$ cat config.mk
export PLATFORM = sky130hd
export DESIGN_NAME = mem_bus_arbiter
export DESIGN_NICKNAME = d
export VERILOG_FILES = /design/src/rtl/mem_bus_arbiter.sv
export SDC_FILE = /design/constraint.sdc
export NUM_CORES = 1
export LEC_CHECK = 0
export ABC_AREA = 1
export BUFFER_PORTS_ARGS = -buffer_cell sky130_fd_sc_hd__buf_2
export CORE_MARGIN = 1
export CORE_UTILIZATION = 44
export CTS_BUF_LIST = sky130_fd_sc_hd__clkbuf_16
export DETAILED_ROUTE_END_ITERATION = 8
export GPL_TIMING_DRIVEN = 0
export PLACE_DENSITY = 0.87
export RECOVER_POWER = 50
export SYNTH_ARGS = -nofsm -noshare
export SYNTH_HDL_FRONTEND = slang
export SYNTH_SLANG_ARGS = --single-unit
$ cat constraint.sdc
create_clock -name clk -period 1.5 [get_ports clk]
set_input_delay 0.375 -clock clk [delete_from_list [all_inputs] [get_ports clk]]
set_output_delay 0.375 -clock clk [all_outputs]
set_load 0.03 [all_outputs]
$ cat src/rtl/mem_bus_arbiter.sv
// Memory bus arbiter: shares one core memory bus between instruction fetch (IF)
// and load/store (LS). One transaction outstanding at a time, LS has priority,
// a starvation counter guarantees IF progress, and a jump flush discards the
// result of an in-flight fetch. A stuck slave is aborted after a timeout.
module mem_bus_arbiter #(
    parameter int unsigned STARVE_MAX  = 4,
    parameter int unsigned TIMEOUT_CYC = 255
) (
    input  logic        clk,
    input  logic        rst_n,
    input  logic        flush,
    // Instruction fetch port
    input  logic        if_req,
    input  logic [31:0] if_addr,
    output logic        if_gnt,
    output logic        if_rvalid,
    output logic [31:0] if_rdata,
    // Load/store port
    input  logic        ls_req,
    input  logic        ls_we,
    input  logic [31:0] ls_addr,
    input  logic [31:0] ls_wdata,
    input  logic [3:0]  ls_be,
    output logic        ls_gnt,
    output logic        ls_rvalid,
    output logic [31:0] ls_rdata,
    output logic        bus_err,
    // Memory bus
    output logic        bus_req,
    output logic        bus_we,
    output logic [31:0] bus_addr,
    output logic [31:0] bus_wdata,
    output logic [3:0]  bus_be,
    input  logic        bus_ack,
    input  logic [31:0] bus_rdata,
    // Stall request to ctrl
    output logic        arb_stall
);

    localparam logic [3:0] StarveMax  = 4'(STARVE_MAX);
    localparam logic [7:0] TimeoutCyc = 8'(TIMEOUT_CYC);

    typedef enum logic [1:0] {StIdle, StBusyIf, StBusyLs} state_e;

    state_e      state_q, state_d;
    logic [3:0]  starve_q, starve_d;
    // Number of busy cycles seen so far, including the current one.
    logic [7:0]  timer_q, timer_d;
    logic        drop_q, drop_d;

    logic        bus_req_q, bus_req_d;
    logic        bus_we_q, bus_we_d;
    logic [31:0] bus_addr_q, bus_addr_d;
    logic [31:0] bus_wdata_q, bus_wdata_d;
    logic [3:0]  bus_be_q, bus_be_d;

    logic        if_rvalid_q, if_rvalid_d;
    logic [31:0] if_rdata_q, if_rdata_d;
    logic        ls_rvalid_q, ls_rvalid_d;
    logic [31:0] ls_rdata_q, ls_rdata_d;
    logic        bus_err_q, bus_err_d;

    logic        gnt_if, gnt_ls;
    logic        done, timed_out;
    logic [31:0] result;

    // Arbitration happens only in IDLE and is masked while reset is asserted.
    always_comb begin
        gnt_if = 1'b0;
        gnt_ls = 1'b0;
        if (rst_n && state_q == StIdle) begin
            gnt_if = if_req & ~flush & (~ls_req | (starve_q == StarveMax));
            gnt_ls = ls_req & ~gnt_if;
        end
    end

    // Completion of the current bus cycle: slave ack or timeout abort.
    always_comb begin
        done      = (state_q != StIdle) && (bus_ack || timer_q == TimeoutCyc);
        timed_out = done && !bus_ack;
        result    = timed_out ? 32'h0 : bus_rdata;
    end

    // Next-state logic for the FSM, bus registers and response registers.
    always_comb begin
        state_d     = state_q;
        starve_d    = starve_q;
        timer_d     = timer_q;
        drop_d      = drop_q;
        bus_req_d   = bus_req_q;
        bus_we_d    = bus_we_q;
        bus_addr_d  = bus_addr_q;
        bus_wdata_d = bus_wdata_q;
        bus_be_d    = bus_be_q;
        if_rvalid_d = 1'b0;
        ls_rvalid_d = 1'b0;
        bus_err_d   = 1'b0;
        if_rdata_d  = if_rdata_q;
        ls_rdata_d  = ls_rdata_q;

        unique case (state_q)
            StIdle: begin
                timer_d = 8'd0;
                drop_d  = 1'b0;
                if (gnt_if) begin
                    state_d     = StBusyIf;
                    starve_d    = 4'd0;
                    timer_d     = 8'd1;
                    bus_req_d   = 1'b1;
                    bus_we_d    = 1'b0;
                    bus_addr_d  = if_addr;
                    bus_wdata_d = 32'h0;
                    bus_be_d    = 4'hF;
                end else if (gnt_ls) begin
                    state_d     = StBusyLs;
                    timer_d     = 8'd1;
                    bus_req_d   = 1'b1;
                    bus_we_d    = ls_we;
                    bus_addr_d  = ls_addr;
                    bus_wdata_d = ls_wdata;
                    bus_be_d    = ls_be;
                    // Saturate at the threshold so IF is guaranteed the next win.
                    if (if_req && starve_q != StarveMax) begin
                        starve_d = starve_q + 4'd1;
                    end
                end
            end
            StBusyIf, StBusyLs: begin
                if (state_q == StBusyIf && flush) begin
                    drop_d = 1'b1;
                end
                if (done) begin
                    state_d   = StIdle;
                    timer_d   = 8'd0;
                    drop_d    = 1'b0;
                    bus_req_d = 1'b0;
                    bus_we_d  = 1'b0;
                    if (state_q == StBusyLs) begin
                        ls_rvalid_d = 1'b1;
                        ls_rdata_d  = result;
                        bus_err_d   = timed_out;
                    end else if (!(drop_q || flush)) begin
                        // A flush in the completing cycle also drops the fetch.
                        if_rvalid_d = 1'b1;
                        if_rdata_d  = result;
                        bus_err_d   = timed_out;
                    end
                end else begin
                    timer_d = timer_q + 8'd1;
                end
            end
            default: state_d = StIdle;
        endcase
    end

    // State and output registers; reset abandons any access in flight.
    always_ff @(posedge clk or negedge rst_n) begin
        if (!rst_n) begin
            state_q     <= StIdle;
            starve_q    <= 4'd0;
            timer_q     <= 8'd0;
            drop_q      <= 1'b0;
            bus_req_q   <= 1'b0;
            bus_we_q    <= 1'b0;
            bus_addr_q  <= 32'h0;
            bus_wdata_q <= 32'h0;
            bus_be_q    <= 4'h0;
            if_rvalid_q <= 1'b0;
            if_rdata_q  <= 32'h0;
            ls_rvalid_q <= 1'b0;
            ls_rdata_q  <= 32'h0;
            bus_err_q   <= 1'b0;
        end else begin
            state_q     <= state_d;
            starve_q    <= starve_d;
            timer_q     <= timer_d;
            drop_q      <= drop_d;
            bus_req_q   <= bus_req_d;
            bus_we_q    <= bus_we_d;
            bus_addr_q  <= bus_addr_d;
            bus_wdata_q <= bus_wdata_d;
            bus_be_q    <= bus_be_d;
            if_rvalid_q <= if_rvalid_d;
            if_rdata_q  <= if_rdata_d;
            ls_rvalid_q <= ls_rvalid_d;
            ls_rdata_q  <= ls_rdata_d;
            bus_err_q   <= bus_err_d;
        end
    end

    // Output wiring; stall is forced low while reset is asserted.
    always_comb begin
        if_gnt    = gnt_if;
        ls_gnt    = gnt_ls;
        if_rvalid = if_rvalid_q;
        if_rdata  = if_rdata_q;
        ls_rvalid = ls_rvalid_q;
        ls_rdata  = ls_rdata_q;
        bus_err   = bus_err_q;
        bus_req   = bus_req_q;
        bus_we    = bus_we_q;
        bus_addr  = bus_addr_q;
        bus_wdata = bus_wdata_q;
        bus_be    = bus_be_q;
        arb_stall = rst_n & ls_req & ~ls_rvalid_q;
    end

endmodule

==> impl_metrics.py, run 1 <==
metrics = {
    "layout": {
        "num-nets-final": 1393,
        "final_cell_area_sq_um": 12900,
        "post_route_cells_drive_above_1_share": 0.648,
        "final_core_util": 0.848,
        "fillers": 695,
        "mostFrequentLayoutCells": "buf_2, nand2_1, dfrtp_1",
        "syn_to_final_growth_pct": 86.9,
        "final_common_cell": "buf_2",
        "stdcell_count": 1483,
    },
    "sta": {
        "tns_ps": -68940,
        "finalClockSkew_ps": 15.4,
        "rsz0062_at_grt": "true",
        "hold_viol": 0,
        "maxSlewViolCount": 0,
        "fmax_mhz": 429,
        "min_period_over_period": 1.55,
        "worst_pin_slew_ps": 880,
        "fin_crit_ps": 2330,
        "relSlewSlack": 0.413,
        "setup_viol": 170,
        "finalWorstSetupSlack_ps": -831,
    },
    "synth": {
        "syn_avg_cell_area_sq_um": 8.21,
        "yosys.area.top_type_share": 0.549,
        "yosysTopAreaCell": "dfrtp_1",
        "synth_area_leaders": "dfrtp_1, nand2_1, nand3_1",
        "synth-seq-cells": 152,
        "seq_area_frac_synth": 0.549,
        "synth_cell_types": 26,
        "syn_nets": 990,
        "syn_area_sq_um": 6930,
        "synth_cells": 844,
        "yosysWarnings": 0,
    },
    "power_and_ir_drop": {
        "p_int_mw": 13.9,
        "combinationalPowerShare": 0.561,
        "p_per_area_nw_per_um2": 2150,
        "swShare": 0.502,
        "p_seq_frac": 0.279,
        "switchingPower_mw": 13.9,
        "p_leak_nw": 6.83,
        "peakVddDrop_v": 0.00174,
        "clockPowerShare": 0.160,
    },
    "critical_path": {
        "startpoint_type": "flop",
        "reg2reg_setup_slack_ps": -830,
        "critPathMaxStageDelay_ps": 410,
        "worstPathRequired_ps": 1730,
        "path_max_fanout": 10,
        "cp.arrival_ps": 2560,
        "worstPathCellList": "inv_2 > ha_4 > nand2_4 > inv_2 > nand3_4 > buf_6 > buf_6 > buf_12 > buf_8 > nand3_1 > nand3_2",
        "crit_type": "flop to flop",
        "worst_path_max_delay_cell": "dfrtp_1",
        "cp-end-kind": "flop",
    },
    "place": {
        "port_buffers": 278,
        "pre_cts_ws_ps": -1170,
        "dp_cells": 1334,
        "dp_hpwl_um": 15600,
        "place_area_sq_um": 8670,
        "gp_congestion": 0.888,
    },
    "clocking": {
        "cts_tree": "built",
        "clk_path_buf_depth": 2,
        "root_buffer": "clkbuf_16",
        "clock_latency_ps": 440,
        "clk_pin_slew_ps": 70,
        "cts-htree-levels": 4,
        "numCtsBuffers": 17,
        "cts.sinks": 152,
    },
    "worst_hold_path": {
        "hold_path_class": "input port to flop",
    },
    "floorplanning": {
        "initial_core_util": 0.454,
        "die_y_um": 127,
        "die_area_sq_um": 16300,
        "coreArea_sq_um": 15300,
        "die_w_um": 127,
        "ios": 279,
        "fp-row-count": 45,
    },
    "drt": {
        "firstDrtPassIters": 6,
        "drtIter0Drc": 1123,
        "drc_errors": 0,
        "via_count": 9291,
        "ant_nets": 0,
        "vias_per_cell": 6.27,
        "wl_um": 40400,
        "routedWlPerCell_um": 27.2,
    },
    "global_route": {
        "grt_first_pass_wirelength_um": 49300,
        "grt_util_all_layers": 0.410,
        "grt_pass1_vias": 8945,
        "grt.overflow.total": 0,
        "antenna_found_initial": 13,
        "grt_max_degree": 51,
    },
    "status": {
        "violations": "setup timing",
        "status": "complete, but fails checks",
    },
    "flow_run": {
        "drv_cap": 0,
    },
}
[critical path: cells and delay by family (launching register included)]
| family | cells | cell delay [ps] |
|---|---|---|
| adder cells (fa/ha/maj) | 1 | 200 |
| buffers and inverters | 6 | 800 |
| flip-flops | 1 | 410 |
| AND/OR/NAND/NOR | 4 | 700 |
[what timing repair did]
action                                 CTS  global route
gates cloned                            33             3
resized for setup                      436           237
hold buffers                             3             1
buffers inserted                        59            18
endpoints found under the hold margin   64            11
setup endpoints to repair              154           155
pin swaps                              132            73
[cells in the mapped netlist (all sizes together)]
cell type,number
nor2,19
nand3,133
nand4,2
inv,69
o21ai,68
a211oi,1
nor3,3
buf,35
dfrtp,152
a31oi,1
a21oi,9
and2,1
clkbuf,16
ha,7
nand2,324
and3,1
xor2,3
[worst paths after layout]
| path | start | depth (start not counted) | end |
|---|---|---|---|
| setup / recovery | state_q[1] | 11 | bus_addr[29] |
| hold / removal | bus_ack | 2 | bus_err |
| setup reg to reg | state_q[1] | 11 | bus_addr[29] |
| hold reg to reg | if_rdata[7] | 2 | if_rdata[7] |
| max in group asynchronous | rst_n | 3 | bus_addr[8] |
| min in group asynchronous | rst_n | 2 | bus_wdata[28] |
[through the flow]
step                      hold slack (ps)  power, mW
final                                 108       27.8
after global placement                458       16.9
after CTS                            1.18       24.4
after floorplan                      79.4       13.8
after global routing                  105       28.5
after detailed placement              353       17.2
[power by group through the flow]
stage               sequential [mW]  clock, mW  combinational (mW)
detailed placement             7.08          0                10.1
CTS                            7.19       4.29                12.9
global placement               7.02          0                9.85
global route                   7.76       4.58                16.2
floorplan                      10.6          0                3.21
finish                         7.74       4.45                15.6
[flip-flops by register name (all words and copies together), names as in the netlist]
| name | count |
|---|---|
| ls_rdata | 32 |
| state_q | 2 |
| if_rvalid | 1 |
| bus_be | 4 |
| bus_we | 1 |
| bus_req | 1 |
| if_rdata | 32 |
| starve_q | 4 |
| bus_err | 1 |
| drop_q | 1 |
| bus_addr | 32 |
| timer_q | 8 |
| ls_rvalid | 1 |
| bus_wdata | 32 |
[cells by family after synthesis]
group,count (synthesis),share of synthesized area
AND/OR/NAND/NOR,483,0.294
buffers and inverters,120,0.0831
flip-flops,152,0.549
adder cells (fa/ha/maj),7,0.0126
XOR/XNOR,3,0.00379
AO/OA/AOI/OAI,79,0.0576
[layout make-up]
class	instances	area, sq um	share of cell area
inverters	69	308	0.0238
clock inverters	15	151	0.0117
clock buffers	17	425	0.0329
multi-input cells	572	4250	0.328
diodes	12	30.0	0.00232
repair buffers	388	2940	0.227
well taps	211	264	0.0204
plain buffers	47	771	0.0595
flip-flops and latches	152	3800	0.294
[metal layers]
layer	GRT usage	wire length, um	up-vias
met2	0.692	18600	957
met5	0	17	-
met3	0.131	5310	453
met1	0.414	12100	4351
met4	0.342	4280	4
li1	-	-	3526
Power figures use the tool's default switching activity.
==> run 2: changes to the inputs <==
Settings changed: CORE_ASPECT_RATIO set to 0.6.
==> impl_metrics.py, run 2 (synthesized netlist as in run 1, its figures left out) <==
metrics = {
    "status": {
        "status": "complete, but fails checks",
        "violations": "setup timing",
    },
    "layout": {
        "mostFrequentLayoutCells": "buf_2, nand2_1, dfrtp_1",
        "final_common_cell": "buf_2",
        "stdcell_count": 1432,
        "num-nets-final": 1361,
        "final_core_util": 0.771,
        "syn_to_final_growth_pct": 71.1,
        "post_route_cells_drive_above_1_share": 0.585,
    },
    "critical_path": {
        "worstPathCellList": "inv_2 > ha_4 > nand3_4 > nand2_4 > nand2_4 > nand2_4 > inv_2 > buf_8 > buf_6",
        "cpMostUsedCell": "nand2_4",
        "cp-end-kind": "primary output",
        "worst_path_max_delay_cell": "dfrtp_1",
        "cp_num_buf_inv": 4,
        "path_max_fanout": 3,
        "critPathMaxStageDelay_ps": 420,
        "cp.arrival_ps": 1700,
        "r2r_cells": 11,
        "crit_type": "flop to primary output",
        "startpoint_type": "flop",
        "cp_top_family": "flip-flops",
        "worstPathRequired_ps": 1120,
        "r2r_start": "timer_q[6]",
        "r2r-end": "if_rdata[0]",
        "reg2reg_setup_slack_ps": -400,
    },
    "sta": {
        "fin_crit_ps": 2070,
        "fmax_mhz": 482,
        "finalWorstSetupSlack_ps": -574,
        "worst_pin_slew_ps": 786,
        "hold_viol": 0,
        "setup_viol": 166,
        "timing.hold.ws_ps": 136,
        "rsz0062_at_grt": "true",
        "finalClockSkew_ps": 13.9,
        "relSlewSlack": 0.476,
        "min_period_over_period": 1.38,
        "maxSlewViolCount": 0,
    },
    "clocking": {
        "clock_latency_ps": 410,
        "numCtsBuffers": 17,
        "clk_path_buf_depth": 2,
        "cts.sinks": 152,
        "cts_tree": "built",
        "root_buffer": "clkbuf_16",
        "cts-htree-levels": 4,
        "clk_pin_slew_ps": 70,
    },
    "place": {
        "gp_congestion": 0.828,
        "port_buffers": 278,
        "dp_cells": 1326,
        "dp_hpwl_um": 15300,
        "pre_cts_ws_ps": -1200,
    },
    "drt": {
        "wl_um": 30500,
        "routedWlPerCell_um": 21.3,
        "vias_per_cell": 5.61,
        "ant_nets": 0,
        "via_count": 8038,
        "drtIter0Drc": 721,
        "drc_errors": 0,
        "firstDrtPassIters": 5,
    },
    "flow_run": {
        "drv_cap": 0,
    },
    "floorplanning": {
        "coreArea_sq_um": 15400,
        "ios": 279,
        "fp-row-count": 35,
        "die_w_um": 164,
        "die_y_um": 99.2,
        "die_area_sq_um": 16300,
        "initial_core_util": 0.451,
    },
    "worst_hold_path": {
        "holdPathEnd": "bus_err",
        "hp-start": "bus_ack",
        "hold_path_class": "input port to flop",
        "hold_depth": 2,
    },
    "power_and_ir_drop": {
        "total_power_mw": 25.4,
        "p_per_area_nw_per_um2": 2140,
        "peakVddDrop_v": 0.00133,
        "p_leak_nw": 6.44,
    },
    "global_route": {
        "grt_first_pass_wirelength_um": 39400,
        "grt_pass1_vias": 7606,
        "antenna_found_initial": 2,
        "grt_max_degree": 51,
        "grt.overflow.total": 0,
        "grt_util_all_layers": 0.319,
    },
}
## run 2: changes by cell type in the layout (fill, tap and decap cells not counted), sizes merged
cell and delta:
dlygate4sd3 +1, diode -11, clkdlybuf4s25 +2, clkinv -3, bufinv -1, clkbuf -11, inv +5, buf -25
## run 2: per-stage QoR
stage               cell area (sq um)  setup TNS, ps
floorplan                        6980           -207
finish                          11900         -44930
CTS                             10700         -18520
detailed placement               8660         -92850
global placement                 8620        -561240
global route                    11900         -52050
## run 2: worst max-delay path by stage
| stage | start | end | cells past startpoint |
|---|---|---|---|
| after floorplan | state_q[1] | ls_gnt | 7 |
| after global placement | rst_n | ls_gnt | 7 |
| after detailed placement | rst_n | ls_gnt | 8 |
| after CTS | starve_q[0] | ls_gnt | 9 |
| after global routing | starve_q[0] | ls_gnt | 9 |
| final | starve_q[0] | ls_gnt | 9 |
## run 2: layout make-up
| cell class | count | area [sq um] |
|---|---|---|
| flip-flops and latches | 152 | 3800 |
| clock inverters | 15 | 160 |
| repair inverters | 1 | 20.0 |
| multi-input cells | 572 | 3830 |
| diodes | 1 | 2.50 |
| inverters | 69 | 307 |
| plain buffers | 45 | 608 |
| well taps | 203 | 254 |
| clock buffers | 17 | 425 |
| fillers | 938 | 3520 |
| repair buffers | 357 | 2450 |
## run 2: power by group
group / leakage (nW) / switching (mW) / internal [mW]
Combinational: 4.22 / 8.99 / 4.68
Clock: 0.281 / 1.98 / 2.36
Sequential: 1.94 / 1.36 / 5.99
## run 2: metal layers
layer | global-route usage | part of all wire | up-vias
li1 | - | - | 3438
met1 | 0.423 | 0.40 | 3890
met2 | 0.505 | 0.46 | 576
met3 | 0.0851 | 0.10 | 134
met4 | 0.118 | 0.042 | 0
met5 | 0 | 0 | -
## run 2: what timing repair did
item                       4_1_cts  5_1_grt
hold endpoints to repair        65        0
resized for setup              250      274
cloned                          18        8
buffers inserted                35       17
pin swaps                       33       62
setup endpoints to repair      154      154
hold buffers                     4        0
